<file path="config.mk">
export PLATFORM = sky130hd
export DESIGN_NAME = ramp_counter_gen
export DESIGN_NICKNAME = d
export VERILOG_FILES = /design/src/rtl/ramp_counter_gen.sv
export SDC_FILE = /design/constraint.sdc
export NUM_CORES = 1
export LEC_CHECK = 0
export CORE_MARGIN = 1
export CORE_UTILIZATION = 47
export DETAILED_ROUTE_END_ITERATION = 8
export HOLD_SLACK_MARGIN = 0.08
export PLACE_DENSITY = 0.75
export REMOVE_ABC_BUFFERS = 1
export SYNTH_ARGS = -nofsm -noshare
export SYNTH_HDL_FRONTEND = slang
export SYNTH_SLANG_ARGS = --single-unit
</file>
<file path="constraint.sdc">
create_clock -name clk -period 1.8 [get_ports clk]
set_input_delay 0.45 -clock clk [delete_from_list [all_inputs] [get_ports clk]]
set_output_delay 0.45 -clock clk [all_outputs]
set_load 0.005 [all_outputs]
</file>
<file path="src/rtl/ramp_counter_gen.sv">
// Single-slope ADC ramp sequencer: settle the analog ramp, sweep the DAC code, and report
// whether the comparator tripped before the ramp ran out.
module ramp_counter_gen #(
  parameter int unsigned WIDTH         = 8,
  parameter int unsigned SETTLE_CYCLES = 4,
  parameter int unsigned STOP_ON_COMP  = 0
) (
  input  logic             clk,
  input  logic             rst,
  input  logic             start,
  input  logic             cont,
  input  logic             comp,
  output logic [WIDTH-1:0] counter,
  output logic             ramp_rst,
  output logic             ramp_en,
  output logic             busy,
  output logic             done,
  output logic             overrange
);

  typedef enum logic [1:0] {StIdle, StSettle, StRamp, StDone} state_e;

  localparam logic [WIDTH-1:0] CntMax     = {WIDTH{1'b1}};
  localparam logic [7:0]       SettleLast = 8'(SETTLE_CYCLES - 1);

  state_e           state_q, state_d;
  logic [WIDTH-1:0] counter_q, counter_d;
  logic [7:0]       settle_cnt_q, settle_cnt_d;
  logic             prev_comp_q, prev_comp_d;
  logic             edge_seen_q, edge_seen_d;
  logic             overrange_q, overrange_d;
  logic             comp_edge;

  always_ff @(posedge clk or negedge rst) begin
    if (!rst) begin
      state_q      <= StIdle;
      counter_q    <= '0;
      settle_cnt_q <= '0;
      prev_comp_q  <= 1'b0;
      edge_seen_q  <= 1'b0;
      overrange_q  <= 1'b0;
    end else begin
      state_q      <= state_d;
      counter_q    <= counter_d;
      settle_cnt_q <= settle_cnt_d;
      prev_comp_q  <= prev_comp_d;
      edge_seen_q  <= edge_seen_d;
      overrange_q  <= overrange_d;
    end
  end

  always_comb begin
    state_d      = state_q;
    counter_d    = counter_q;
    settle_cnt_d = settle_cnt_q;
    prev_comp_d  = prev_comp_q;
    edge_seen_d  = edge_seen_q;
    overrange_d  = overrange_q;
    comp_edge    = 1'b0;

    unique case (state_q)
      StIdle: begin
        counter_d = '0;
        if (start) begin
          state_d      = StSettle;
          settle_cnt_d = '0;
          prev_comp_d  = 1'b1;  // comp already high at ramp start must not look like an edge
          edge_seen_d  = 1'b0;
        end
      end
      StSettle: begin
        counter_d = '0;
        if (settle_cnt_q == SettleLast) begin
          state_d = StRamp;
        end else begin
          settle_cnt_d = settle_cnt_q + 8'd1;
        end
      end
      StRamp: begin
        comp_edge   = comp & ~prev_comp_q;
        prev_comp_d = comp;
        if (comp_edge) begin
          edge_seen_d = 1'b1;
        end
        if (((STOP_ON_COMP != 0) && comp_edge) || (counter_q == CntMax)) begin
          state_d     = StDone;
          overrange_d = ~(edge_seen_q | comp_edge);
        end else begin
          counter_d = counter_q + 1'b1;
        end
      end
      StDone: begin
        if (cont) begin
          state_d      = StSettle;
          counter_d    = '0;
          settle_cnt_d = '0;
          prev_comp_d  = 1'b1;
          edge_seen_d  = 1'b0;
        end else begin
          state_d   = StIdle;
          counter_d = '0;
        end
      end
      default: state_d = StIdle;
    endcase
  end

  assign counter   = counter_q;
  assign ramp_rst  = (state_q == StSettle);
  assign ramp_en   = (state_q == StRamp);
  assign busy      = (state_q != StIdle);
  assign done      = (state_q == StDone);
  assign overrange = overrange_q;

endmodule

</file>
==> reports/qor.txt <==
Final nets -> 170
Count leader, synth -> dfrtp_1
EDFF count, synth -> 0
# diodes -> 0
Clock Sinks -> 21
Largest net degree at the start of global routing -> 22
Ys flop type -> dfrtp_1
Drt initial violations -> 24
Synth unique cells -> 37
Final Max Slew Viols -> 0
Hold WS -> 0.465 ns
RSZ-0062 raised after global routing -> true
# IOs -> 18
Layout cells sized above 1 -> 30.6%
Top achievable clock speed -> 566 MHz
# rows -> 17
Arr. time, crit path -> 1.32 ns
Root buffer cell -> clkbuf_4
Status -> finished clean
Minimum clock period -> 1.77 ns
WL final -> 3040 um
CP Class -> reg2out
Final worst-path cycle share -> 98.1%
All-Layer GR Usage -> 24.0%
Core area -> 0.00230 sq mm
Synth warn -> 0
Worst-margin pin slew -> 0.345 ns
P&R area growth vs syn -> 39.5%
Die Y -> 52.2 um
Finished Layout Cells -> 185
Core Util, Final -> 71.9%
Setup crit end kind -> primary output
Routed Antenna Nets -> 0
First-pass iteration count of the detailed router -> 4
Cells after Synth -> 117
Clk slew on worst S/H paths -> 0.13 ns
Yosys reg bits -> 21
Fillers -> 176
Hold Path Class -> in2async
Placed cell count -> 173
Max_slew headroom -> 76.8%
Critical Path Fanout Max -> 3
Vias per cell -> 6.00
Type of origin of the critical path -> flip-flop
CP Data Required Time -> 1.35 ns
CTS max path bufs -> 2
Port bufs -> 17
Setup TNS -> 0 ns
Layout Skew -> 0.00159 ns
Sequential share of the synthesized area -> 44.4%
Vias in the first global route -> 991
Post-synth ARST share -> 100%
DP HPWL -> 1930 um
CTS tree -> yes
Die area -> 0.00273 sq mm
Vias -> 1110
Leading area contributor after synthesis -> dfrtp_1
Max IR drop VDD -> 0.985 mV
# H-tree levels -> 1
Leak -> 0.735 nW
CTS Buf Count -> 3
Max-Cap Viols -> 0
Die width -> 52.2 um
Initial antenna violation count -> 0
Routability cong. -> 0.861
Initial core utilization -> 51.6%
Dominant cells by area after synthesis -> dfrtp_1, ha_1, a31oi_1, and3_1, nand2_1
Final setup violation count -> 0
Total gr overflow -> 0
First-pass GRT wire length -> 4710 um
Pwr dens -> 1360 mW/mm^2
Worst skew pair latency -> 0.31 ns
Synthesized area per cell -> 10.1 sq um
Commonest cells in the netlist -> dfrtp_1, a31oi_1, nand2_1
Top-area cell type share of the netlist area -> 44.4%
Fin. Hold Viols -> 0
Post-DR wirelength/cell -> 16.4 um
Synthesized area -> 0.00118 sq mm
DRC -> 0
==> layout by cell type, fill, tap and decap left out, types with 2 or more instances in the layout <==
| cell type | count |
|---|---|
| nand2_1 | 9 |
| clkbuf_4 | 3 |
| and3_1 | 5 |
| o21ai_0 | 5 |
| nand3_1 | 5 |
| clkdlybuf4s50_1 | 12 |
| buf_4 | 16 |
| dfrtp_1 | 18 |
| nand3b_1 | 3 |
| clkbuf_2 | 2 |
| nor3_1 | 4 |
| inv_1 | 4 |
| mux2_4 | 2 |
| o41ai_1 | 2 |
| buf_6 | 3 |
| a31oi_1 | 11 |
| nor2_1 | 5 |
| dfrtp_2 | 3 |
| nand4_1 | 3 |
| nor2b_4 | 2 |
| ha_4 | 3 |
| a21oi_1 | 3 |
| ha_1 | 3 |
==> worst max-delay path, stage by stage (launching register included) <==
cell and delay [ns]:
dfrtp_1 0.43, buf_4 0.16, ha_4 0.17, dlygate4sd2_1 0.26
==> sequential cells by signal, indices dropped and copies added, names as in the netlist <==
name,cells
counter,8
edge_seen_q,1
overrange,1
prev_comp_q,1
settle_cnt_q,8
state_q,2
==> final cells by class <==
type | instances | area (sq um) | share of cell area [%]
repair buffers | 38 | 340 | 20.6
flip-flops and latches | 21 | 529 | 32.0
multi-input cells | 88 | 696 | 42.1
inverters | 6 | 25.0 | 1.51
clock buffers | 3 | 22.5 | 1.36
well taps | 28 | 35.0 | 2.12
clock inverters | 1 | 5.00 | 0.303
==> layer usage <==
layer | up-vias | global-route usage [%] | share of wire [%] | routed length, um
met2 | 24 | 37.8 | 49 | 1500
li1 | 523 | - | - | -
met1 | 561 | 33.8 | 46 | 1390
met3 | 2 | 3.48 | 3.7 | 112
met5 | - | 0 | 0 | 0
met4 | 0 | 7.89 | 1.0 | 31
==> timing repair <==
item / 4_1_cts / 5_1_grt
hold endpoints to repair: 0 / 0
endpoints found under the setup margin: 5 / 15
buffers inserted: 5 / 2
pin swaps: 0 / 4
gates cloned: 0 / 1
hold buffers: 0 / 0
resized for setup: 18 / 17
==> through the flow <==
| step | setup slack [ns] | total power [mW] | cell area [sq um] |
|---|---|---|---|
| after CTS | 0.00809 | 2.13 | 1600 |
| after detailed placement | -0.0548 | 1.70 | 1480 |
| after global placement | 0.00887 | 1.65 | 1480 |
| after global routing | -0.00210 | 2.40 | 1650 |
| final | 0.0338 | 2.25 | 1650 |
| after floorplan | -0.0893 | 1.25 | 1180 |
==> path summary, 6_finish.rpt <==
path | cells past startpoint | endpoint | slack (ns) | from
worst min-delay path | 2 | counter[4] | 0.47 | rst
max in group asynchronous | 2 | counter[3] | 1.10 | rst
worst min register to register | 1 | edge_seen_q | 0.51 | edge_seen_q
worst max register to register | 7 | state_q[1] | 0.04 | state_q[0]
min in group clk | 1 | edge_seen_q | 0.51 | edge_seen_q
worst max-delay path | 3 | ramp_en | 0.03 | state_q[1]
==> where the power goes <==
group          leakage, nW  switching [mW]  total (mW)  internal, mW
registers            0.273          0.0948       0.656         0.561
logic                0.445           0.624        1.36         0.736
clock network       0.0177           0.156       0.239        0.0829
total                0.735           0.875        2.25          1.38
==> logic make-up after synthesis <==
logic type	count (synthesis)	share of synthesized area [%]
xor+xnor	2	1.48
mux	4	4.33
buf+inv	8	2.64
flops	21	44.4
simple gates	44	22.0
fa+ha+maj	7	7.39
compound gates	31	17.8
Power figures use the tool's default switching activity.
